===== src/rtl/pipeline_stall_controller_pkg.sv =====
// Shared definitions for the pipeline stall controller: FSM encodings,
// default hazard/timing parameters and internal counter widths.
package pipeline_stall_controller_pkg;

    // Controller FSM; encoding 3 is never entered and falls back to RUN.
    typedef enum logic [1:0] {
        ST_RUN      = 2'd0,
        ST_MEM_WAIT = 2'd1,
        ST_FLUSH    = 2'd2,
        ST_BAD      = 2'd3
    } state_t;

    // Bubble cycles following a taken branch (1..15).
    localparam int DEF_FLUSH_CYCLES = 2;
    // Longest tolerated memory wait before forced release (1..255).
    localparam int DEF_MEM_TIMEOUT  = 15;

    // Widths sized to the largest legal FLUSH_CYCLES / MEM_TIMEOUT values.
    localparam int FLUSH_W = 4;
    localparam int WAIT_W  = 8;

endpackage


===== src/rtl/pipeline_stall_controller_stall_counter.sv =====
// Saturating event counter: counts cycles with inc=1, sticks at all-ones.
module stall_counter #(
    parameter int CNT_W = 16
) (
    input  logic             clock,
    input  logic             reset,
    input  logic             inc,
    output logic [CNT_W-1:0] count
);

    logic [CNT_W-1:0] r_count;

    // Count up on inc, never wrapping past the maximum value.
    always_ff @(posedge clock) begin
        if (reset) begin
            r_count <= '0;
        end else if (inc && (r_count != {CNT_W{1'b1}})) begin
            r_count <= r_count + 1'b1;
        end
    end

    assign count = r_count;

endmodule


===== src/rtl/pipeline_stall_controller.sv =====
// Pipeline hazard controller: load-use bubbles, branch flushes and
// memory-wait freezes, with zero-latency combinational control outputs.
module pipeline_stall_controller
    import pipeline_stall_controller_pkg::*;
#(
    parameter int FLUSH_CYCLES = DEF_FLUSH_CYCLES,
    parameter int MEM_TIMEOUT  = DEF_MEM_TIMEOUT,
    parameter int CNT_W        = 16
) (
    input  logic             clock,
    input  logic             reset,
    input  logic             enable,
    input  logic [4:0]       if_id_rs1,
    input  logic [4:0]       if_id_rs2,
    input  logic [4:0]       id_ex_WriteReg,
    input  logic             id_ex_MemtoReg_out,
    input  logic             ex_branch_taken,
    input  logic             mem_req,
    input  logic             mem_ack,
    output logic             PCWrite,
    output logic             if_id_write,
    output logic             if_id_flush,
    output logic             nopMux_select,
    output logic             mem_stall,
    output logic             mem_timeout,
    output logic [CNT_W-1:0] stall_count,
    output logic [1:0]       state
);

    localparam logic [WAIT_W-1:0]  WAIT_LAST  = WAIT_W'(MEM_TIMEOUT - 1);
    localparam logic [FLUSH_W-1:0] FLUSH_LOAD = FLUSH_W'(FLUSH_CYCLES - 1);

    state_t             r_state;
    state_t             w_state_next;
    logic [WAIT_W-1:0]  r_wait_cnt;
    logic [WAIT_W-1:0]  w_wait_cnt_next;
    logic [FLUSH_W-1:0] r_flush_cnt;
    logic [FLUSH_W-1:0] w_flush_cnt_next;
    logic               r_mem_timeout;
    logic               w_mem_timeout_next;
    logic               w_load_use;
    logic               w_stall_inc;

    // A load in EX feeding either ID source; x0 is never a real dependency.
    assign w_load_use = id_ex_MemtoReg_out && (id_ex_WriteReg != 5'd0) &&
                        ((id_ex_WriteReg == if_id_rs1) || (id_ex_WriteReg == if_id_rs2));

    // State, wait/flush counters and the sticky timeout flag.
    always_ff @(posedge clock) begin
        if (reset) begin
            r_state       <= ST_RUN;
            r_wait_cnt    <= '0;
            r_flush_cnt   <= '0;
            r_mem_timeout <= 1'b0;
        end else begin
            r_state       <= w_state_next;
            r_wait_cnt    <= w_wait_cnt_next;
            r_flush_cnt   <= w_flush_cnt_next;
            r_mem_timeout <= w_mem_timeout_next;
        end
    end

    // Next-state and control outputs; enable=0 leaves everything held.
    always_comb begin
        w_state_next       = r_state;
        w_wait_cnt_next    = r_wait_cnt;
        w_flush_cnt_next   = r_flush_cnt;
        w_mem_timeout_next = r_mem_timeout;
        PCWrite            = 1'b0;
        if_id_write        = 1'b0;
        if_id_flush        = 1'b0;
        nopMux_select      = 1'b0;
        mem_stall          = 1'b0;

        if (reset) begin
            // Keep the ID/EX register filled with bubbles while in reset.
            nopMux_select = 1'b1;
        end else if (enable) begin
            case (r_state)
                ST_RUN: begin
                    if (mem_req && !mem_ack) begin
                        mem_stall       = 1'b1;
                        w_state_next    = ST_MEM_WAIT;
                        w_wait_cnt_next = '0;
                    end else if (ex_branch_taken) begin
                        PCWrite       = 1'b1;
                        if_id_flush   = 1'b1;
                        nopMux_select = 1'b1;
                        if (FLUSH_CYCLES > 1) begin
                            w_state_next     = ST_FLUSH;
                            w_flush_cnt_next = FLUSH_LOAD;
                        end
                    end else if (w_load_use) begin
                        nopMux_select = 1'b1;
                    end else begin
                        PCWrite     = 1'b1;
                        if_id_write = 1'b1;
                    end
                end
                ST_MEM_WAIT: begin
                    mem_stall = 1'b1;
                    if (mem_ack) begin
                        w_state_next = ST_RUN;
                    end else if (r_wait_cnt >= WAIT_LAST) begin
                        w_mem_timeout_next = 1'b1;
                        w_state_next       = ST_RUN;
                    end else begin
                        w_wait_cnt_next = r_wait_cnt + 1'b1;
                    end
                end
                ST_FLUSH: begin
                    PCWrite       = 1'b1;
                    if_id_flush   = 1'b1;
                    nopMux_select = 1'b1;
                    // The counter holds the remaining flush cycles including this one.
                    if (r_flush_cnt <= FLUSH_W'(1)) begin
                        w_flush_cnt_next = '0;
                        w_state_next     = ST_RUN;
                    end else begin
                        w_flush_cnt_next = r_flush_cnt - 1'b1;
                    end
                end
                default: begin
                    w_state_next = ST_RUN;
                end
            endcase
        end
    end

    assign w_stall_inc = enable && !reset && (!PCWrite || if_id_flush);

    stall_counter #(
        .CNT_W (CNT_W)
    ) u_stall_counter (
        .clock (clock),
        .reset (reset),
        .inc   (w_stall_inc),
        .count (stall_count)
    );

    assign mem_timeout = r_mem_timeout;
    assign state       = r_state;

endmodule

===== config.mk =====
export PLATFORM = sky130hd
export DESIGN_NAME = pipeline_stall_controller
export DESIGN_NICKNAME = d
export VERILOG_FILES = /design/src/rtl/pipeline_stall_controller_pkg.sv /design/src/rtl/pipeline_stall_controller_stall_counter.sv /design/src/rtl/pipeline_stall_controller.sv
export SDC_FILE = /design/constraint.sdc
export NUM_CORES = 1
export LEC_CHECK = 0
export BUFFER_PORTS_ARGS = -buffer_cell sky130_fd_sc_hd__buf_2
export CORE_MARGIN = 2
export CORE_UTILIZATION = 35
export CTS_CLUSTER_DIAMETER = 60
export DETAILED_ROUTE_END_ITERATION = 7
export SETUP_SLACK_MARGIN = 0.4
export SKIP_LAST_GASP = 1
export SLEW_MARGIN = 20
export SYNTH_ARGS = -nofsm -noshare
export SYNTH_HDL_FRONTEND = slang
export SYNTH_SLANG_ARGS = --single-unit

===== constraint.sdc =====
create_clock -name clock -period 2.18 [get_ports clock]
set_input_delay 0.327 -clock clock [delete_from_list [all_inputs] [get_ports clock]]
set_output_delay 0.327 -clock clock [all_outputs]
set_load 0.01 [all_outputs]

# Yosys cells after proc, flatten, opt, wreduce, memory -nomap -nowiden
# Index checks and enable logic that the tools add are counted.
[op_classes]
n_addsub = 3
n_mul = 0
div_mod_pow = 0
magnitude_cmp = 2
eq_ne = 13
shifts = 0
mux = 40
bitwise = 1
n_reduce_logical = 19
[op_table]
columns = ["operator", "n"]
rows = [
  ["8-bit 2-to-1 mux", 3],
  ["1-bit 2-to-1 mux", 22],
  ["16-bit by 1-bit adder with 16-bit output (second input constant)", 1],
  ["16-bit inequality test (second input constant)", 1],
  ["8-bit case mux with 2 select lines", 1],
  ["4-bit 2-to-1 mux", 3],
  ["2-bit inequality test (second input constant)", 6],
  ["4-bit AND reduction", 3],
  ["5-bit == test", 2],
  ["2-bit 2-to-1 mux", 5],
  ["8-bit by 1-bit adder with 8-bit output (second input constant)", 1],
  ["8-bit by 4-bit >= comparator with 1-bit output (second input constant)", 1],
  ["1-bit case mux with 2 select lines", 4],
  ["4-bit case mux with 2 select lines", 1],
  ["1-bit logical AND", 6],
  ["3-bit inequality test (second input constant)", 2],
  ["2-bit case mux with 3 select lines", 1],
  ["5-bit AND reduction", 1],
  ["5-bit nonzero test", 1],
  ["4-bit by 1-bit less-or-equal comparator with 1-bit output (second input constant)", 1],
  ["2-bit nonzero test", 2],
  ["4-bit by 1-bit subtractor with 4-bit output (second input constant)", 1],
  ["1-bit zero test", 3],
  ["2-bit by 1-bit == test with 1-bit output (second input constant)", 1],
  ["other kinds (4)", 5],
]
[word_totals]
regBits = 31
latchBits = 0
ramBits = 0
mem_bits_ro = 0
in_bits = 22
output_inout_bits = 24
n_memories = 0

# Longest topological paths before layout
# Gate-level depths: netlist of run 1.
[logic_depth]
word_depth = 13
ltp_mapped = 8
ltp_nobuf = 8

# Modules after synthesis
# Synthesis of run 1 repeated with hierarchy kept, for this count alone.
[unflattened]
cells_unflattened = 226
area_unflattened_um2 = 1905.6
[by_module_without_submodules]
columns = ["mod", "n_inst", "cells_each", "area_each_um2"]
rows = [
  ["pipeline_stall_controller", 1, 127, 1057.3],
  ["stall_counter", 1, 99, 848.3],
]

# Worst setup path before layout of run 1
# Ideal clock, no wire load.
[synth_timing]
path_kind = "input-to-output"
from = "input port id_ex_WriteReg[1]"
to = "output port if_id_write"
arrival_time_ns = 1.581
t_required_ns = 1.853
slack_ns = 0.272
path_stages = 5
n_path_buf = 1
cell_sequence = "or4_1 o21a_1 a21oi_4 buf_6 and2_1"
[synth_via]
elab_chain_cells = 9
[synth_rtl]
columns = ["item", "line", "text"]
rows = [
  ["from (decl)", "pipeline_stall_controller.sv:15", "input logic [4:0] id_ex_WriteReg,"],
  ["5-bit == test / 5-bit nonzero test (equally long branches)", "pipeline_stall_controller.sv:46, pipeline_stall_controller.sv:45", ""],
  ["1-bit logical OR / 1-bit logical AND (equally long branches)", "pipeline_stall_controller.sv:46, pipeline_stall_controller.sv:45", ""],
  ["1-bit logical AND (*)", "pipeline_stall_controller.sv:45", "assign w_load_use = id_ex_MemtoReg_out && (id_ex_WriteReg != 5'd0) &&"],
  ["1-bit 2-to-1 mux (*)", "pipeline_stall_controller.sv:93", "end else if (w_load_use) begin"],
  ["1-bit 2-to-1 mux (*)", "pipeline_stall_controller.sv:85", "end else if (ex_branch_taken) begin"],
  ["1-bit 2-to-1 mux (*)", "pipeline_stall_controller.sv:81", "if (mem_req && !mem_ack) begin"],
  ["1-bit 2-to-1 mux (*)", "pipeline_stall_controller.sv:79", "case (r_state)"],
  ["1-bit 2-to-1 mux (*)", "pipeline_stall_controller.sv:78", "end else if (enable) begin"],
  ["1-bit 2-to-1 mux (*)", "pipeline_stall_controller.sv:75", "if (reset) begin"],
  ["to (decl)", "pipeline_stall_controller.sv:21", "output logic if_id_write,"],
]
# Mark *: on every way between the ends. The rest lies on a longest branch, timed or not.

# Worst setup path in the final report of run 1
[layout_timing]
from = "input port id_ex_WriteReg[2]"
to = "output port if_id_write"
# Same word-level chain as after synthesis.

==> run summary, run 1 <==
status - completed
Avg Inst Size Synth - 8.16 um2
# diodes - 0
total negative slack - 0 ns
clk sinks - 31
YS warnings - 0
vias in the first global route - 1,607
met3 Use GR - 4.23%
Critical Path Source Type - input port
Min-Delay Path Class - input port to flop
Bufs on Longest Clock Path - 2
final net count - 314
crit path max fanout - 3
Synth top area share - 34.7%
die height - 75.5 um
critical path arrival - 1.57 ns
Final Hold Fails - 0
max-cap violations - 0
Fin Clk Skew - 0.00677 ns
placeable core region - 0.00501 mm2
ratio of cells with drive above 1 in the final layout - 36.8%
vias per std cell - 5.15
cell row count - 26
Synth Cell Area - 0.00179 mm2
met2 GRT Util - 25.0%
CTS root buf - clkbuf_8
pre-CTS setup slack - 0.176 ns
Synth area leader - dfxtp_1
Die Wd - 75.5 um
DRT antenna net count - 0
DRT iter0 DRCs - 65
WL/cell - 12.5 um
GRT Residual Overflow - 0
Setup Crit Path Kind - input port to output pin
PD cells - 524 mW/mm2
final setup fails - 0
vias - 1,844
CTS clk-pin slew, worst paths - 0.07 ns
DR DRC count - 0
Distinct cells, synth - 42
main area contributors after synthesis - dfxtp_1 (35%), nor2_1 (5.2%), xnor2_1 (4.9%)
highest clock rate - 526 MHz
PnR worst setup slack - 0.279 ns
clock latency on the worst-skew pair - 0.29 ns
Worst Setup End Kind - output pin
Final Max Slew Viols - 0
RSZ-0062 raised after global routing - yes
number of CTS-inserted buffers - 5
CP Data Required Time - 1.85 ns
fin crit period - 1.90 ns
first-pass GRT wire length - 7.04 mm
Final Wtd Congestion - 0.766
area of the die - 0.00570 mm2
largest net degree at the start of global routing - 22
1st-pass router iterations - 4
effective utilization at floorplan - 35.7%
max incr delay on CP - 0.53 ns
I/O pins - 46
leakage power - 0.00101 uW
hpwl dp - 3.12 mm
crit path cell chain - buf_8 > or4_4 > o21a_4 > a21oi_4 > and2_4 > buf_6
Routed WL - 4.46 mm
crit share post-route - 87.2%
slowest CP cell - or4_4
Worst Tran Pin Value - 0.343 ns
hold buffer count at CTS - 0
final core occ - 49.6%
port bufs - 45
Power, Total - 1300 uW
H-tree levels - 2
initial antenna violation count - 0
met1 track utilization from global routing - 21.4%
cells after synthesis - 219
sequential-to-total area share from yosys stat - 34.7%
Rel. slew slack - 77.0%
CTS tree - built
GRT Util Overall - 16.0%
Syn Nets - 246
Area growth syn-to-layout - 38.8%
GRT busiest layer - met2
count of state elements after synthesis - 31
worst-case vdd ir drop - 258 uV
cell usage in the layout (no fill, tap or decap), drive strengths merged, types with 2 or more instances in the layout:
cell type	n
or3	7
o41ai	2
a211oi	3
clkinv	3
nand2	21
o21ai	9
ha	5
o311ai	2
buf	69
nor2b	3
a21oi	17
clkbuf	5
xnor2	10
xor2	5
and2	2
or4	6
nor3	6
nand2b	4
inv	6
o21a	3
mux2i	3
nor3b	2
nand4	8
nand3	9
a31oi	3
nor4	4
o31ai	5
o211ai	3
nor2	25
dfxtp	31
what timing repair did:
item	CTS	global route
endpoints found under the setup margin	16	28
pin swaps	24	16
resized for setup	19	25
setup buffers	5	8
logic make-up after synthesis:
family | synth area share (%)
compound gates | 19.5
xor+xnor | 7.35
fa+ha+maj | 3.50
buf+inv | 3.99
flops | 34.7
mux | 1.68
simple gates | 29.3
Yosys cell counts, drive strengths merged:
cell / n
mux2i: 3
nand2: 21
xor2: 5
o311ai: 2
nor2b: 3
o21ai: 9
and2b: 1
nand2b: 4
or4: 6
o211ai: 3
nand3: 9
and2: 2
buf: 5
a21oi: 17
nor4: 4
ha: 5
nor3: 6
inv: 6
clkbuf: 3
a22o: 1
nor4b: 1
dfxtp: 31
o41ai: 2
a21o: 1
or3: 7
a41oi: 1
nor2: 25
and3: 1
nor3b: 2
o22ai: 1
a211oi: 3
nand4: 8
xnor2: 10
a31oi: 3
o21a: 3
o31ai: 5
final cells by class:
type / instances / area [um2]
Multi-Input combinational cell: 174 / 1210
Tap cell: 70 / 87.6
Inverter: 6 / 22.5
Sequential cell: 31 / 627
Clock buffer: 5 / 68.8
Fill cell: 508 / 2530
Timing Repair Buffer: 69 / 447
Clock inverter: 3 / 15.0
metrics by stage:
stage	std cells	cell area [um2]	hold WS (ns)
floorplan	219	1790	0.430
global placement	337	2130	0.446
detailed placement	337	2130	0.446
CTS	350	2320	0.473
global route	358	2480	0.519
finish	358	2480	0.480
per-layer routing:
metal / vias to the layer above / part of all wire [%]
met5: - / 0
met4: 0 / 1.2
met3: 4 / 4.5
met2: 53 / 46
met1: 846 / 49
li1: 941 / -
power by group:
group	internal [uW]	switching [uW]
clock	218	228
combinational	128	135
sequential	579	11.7
path summary, 6_finish.rpt:
path                            cells past startpoint                   endpoint                      from  slack, ns
worst max register to register                      8  u_stall_counter.count[14]  u_stall_counter.count[5]       0.42
worst max-delay path                                6                if_id_write         id_ex_WriteReg[2]       0.28
worst min-delay path                                4                mem_timeout                   mem_ack       0.48
worst min register to register                      2                mem_timeout               mem_timeout       0.49
critical path, delay by kind of cell:
| kind | cells | cell delay (ns) |
|---|---|---|
| buffers and inverters | 2 | 0.19 |
| and+or+nand+nor | 2 | 0.69 |
| AOI/OAI and AO/OA | 2 | 0.37 |
flip-flops by register name (all words and copies together), names as in the netlist:
register	count
mem_timeout	1
state	2
r_flush_cnt	4
u_stall_counter.count	16
r_wait_cnt	8
(Power assumes the default switching activity.)
==> inputs of run 2 (changes only) <==
==> constraint.sdc (replaced) <==
create_clock -name clock -period 2.18 [get_ports clock]
set_input_delay 0.327 -clock clock [delete_from_list [all_inputs] [get_ports clock]]
set_output_delay 0.327 -clock clock [all_outputs]
set_load 0.02 [all_outputs]
==> run 2 against run 1 <==
  * Power decreased by 0.40%
  * Maximum frequency is 1.9% lower
  * Setup slack lost 0.037 ns
  * Routed wire length decreased by 0.56%
  * Clock power down 2%
  * Non-clock buffer count is 8 lower
  * Critical endpoint unchanged
  * Highest routed layer unchanged
==> run summary, run 2 (synthesis results as in run 1) <==
Final Wtd Congestion - 0.803 (+4.7%)
max incr delay on CP - 0.53 ns (about the same)
DRT antenna net count - 0 (unchanged)
# diodes - 0 (unchanged)
Setup Crit Path Kind - input port to output pin
CTS tree - built
R2R setup slack - 0.40 ns (-0.02 ns)
clock latency on the worst-skew pair - 0.29 ns (about the same)
Routed WL - 4.43 mm (-0.56%)
min-delay src - enable
commonest non-fill, non-tap cell in the layout - buf_2
first-pass GRT wire length - 7.17 mm (+1.9%)
max reg flops - 16 (unchanged)
fin crit period - 1.94 ns (+0.0368 ns)
crit path max fanout - 3 (unchanged)
total negative slack - 0 ns (unchanged)
Worst R2R Start - r_wait_cnt[0]
pre-CTS setup slack - 0.128 ns (-0.0479 ns)
Area growth syn-to-layout - 37.4%
clk sinks - 31 (unchanged)
WL/cell - 12.7 um (+1.7%)
Fillers - 509 (+0.20%)
initial antenna violation count - 0 (unchanged)
leakage power - 0.000967 uW (-4.0%)
final net count - 306 (-2.5%)
largest net degree at the start of global routing - 25 (+14%)
Crit. path cell count - 6 (unchanged)
highest clock rate - 516 MHz (-1.9%)
final core occ - 49.0% (-0.52 points)
CP Data Required Time - 1.85 ns (about the same)
number of CTS-inserted buffers - 5 (unchanged)
cell row count - 26 (unchanged)
crit path cell chain - buf_8 > or4_4 > o21a_4 > a21oi_4 > and2_4 > buf_6
1st-pass router iterations - 5 (+1)
Final Hold Fails - 0 (unchanged)
DRT iter0 DRCs - 28 (-57%)
crit share post-route - 88.9% (+1.7 points)
CTS root buf - clkbuf_8
Power, Total - 1300 uW (-0.40%)
R2R Path End - r_wait_cnt[1]
DR DRC count - 0 (unchanged)
placeable core region - 0.00501 mm2 (unchanged)
ratio of cells with drive above 1 in the final layout - 37.9% (+1.1 points)
cell count of the worst reg-to-reg path - 8 (unchanged)
RSZ-0062 raised after global routing - yes
delay-heaviest family, CP - simple AND/OR/NAND/NOR gates
vias - 1,809 (-1.9%)
Fin Clk Skew - 0.00477 ns (-0.00201 ns)
Die Wd - 75.5 um (unchanged)
vias per std cell - 5.17 (+0.34%)
Final Max Slew Viols - 0 (unchanged)
Worst Tran Pin Value - 0.419 ns (+0.0768 ns)
final setup fails - 0 (unchanged)
status - completed
GRT Util Overall - 16.3% (+0.32 points)
most frequent cells in the layout - buf_2 (40), dfxtp_1 (27), nor2_1 (21)
area of the die - 0.00570 mm2 (unchanged)
WP buf/inv - 2 (unchanged)
Min-Delay Path Class - input port to flop
critical path arrival - 1.61 ns (+0.04 ns)
Worst Hold Path EP - state[0]
I/O pins - 46 (unchanged)
Worst Setup End Kind - output pin
vias in the first global route - 1,621 (+0.87%)
PnR worst setup slack - 0.242 ns (-0.0368 ns)
port bufs - 45 (unchanged)
max-cap violations - 0 (unchanged)
effective utilization at floorplan - 35.7% (unchanged)
PD cells - 527 mW/mm2 (+0.67%)
GRT Residual Overflow - 0 (unchanged)
Bufs on Longest Clock Path - 2 (unchanged)
H-tree levels - 2 (unchanged)
die height - 75.5 um (unchanged)
Hold Path Depth - 3 (-1)
worst-case vdd ir drop - 334 uV (+30%)
Critical Path Source Type - input port
slowest CP cell - or4_4
Rel. slew slack - 71.8% (-5.2 points)
hpwl dp - 3.11 mm (-0.37%)
hold_ws - 0.442 ns (-0.0376 ns)
CTS clk-pin slew, worst paths - 0.06 ns (about the same)
## run 2: metal layers
layer | share of wire (%) | GRT usage, % | wire length [um] | up-vias
met1 | 44 | 20.1 | 1930 | 835
li1 | - | - | - | 918
met4 | 1.1 | 6.04 | 47 | 0
met2 | 50 | 27.8 | 2200 | 51
met3 | 5.7 | 3.57 | 254 | 5
met5 | 0 | 0 | 0 | -
## run 2: what timing repair did
item                                    4_1_cts  5_1_grt
setup buffers                                 6        2
hold endpoints to repair                      0        0
endpoints found under the setup margin       11       26
pin swaps                                    16       17
hold buffers                                  0        0
gates resized for setup                      22       26
## run 2: worst max path at each step
stage,startpoint,endpoint
2_1_floorplan,id_ex_WriteReg[1],if_id_write
3_3_place_gp,id_ex_WriteReg[1],if_id_write
3_5_place_dp,id_ex_WriteReg[1],if_id_write
4_1_cts,id_ex_WriteReg[4],if_id_write
5_1_grt,state[1],if_id_write
6_report,id_ex_WriteReg[4],if_id_write
## run 2: cell type report
type | count | area (um2) | share of cell area, %
Multi-Input combinational cell | 174 | 1250 | 51.1
Tap cell | 70 | 87.6 | 3.57
Sequential cell | 31 | 626 | 25.5
Clock buffer | 7 | 76.3 | 3.11
Inverter | 6 | 22.5 | 0.917
Timing Repair Buffer | 61 | 384 | 15.6
Clock inverter | 1 | 5.00 | 0.204
## run 2: through the flow
step           instance area, um2  instances
6_report                     2460        350
5_1_grt                      2460        350
4_1_cts                      2330        348
3_5_place_dp                 2120        334
3_3_place_gp                 2120        334
2_1_floorplan                1800        219
## run 2: tightest hold or removal path, cell delays in order
cell	delay (ns)
buf_2	0.16
nand3_1	0.11
a21oi_1	0.07
## run 2: power by group
| group | internal, uW | total, uW | switching, uW |
|---|---|---|---|
| registers | 580 | 591 | 11.7 |
| clock network | 224 | 439 | 215 |
| logic | 118 | 265 | 147 |
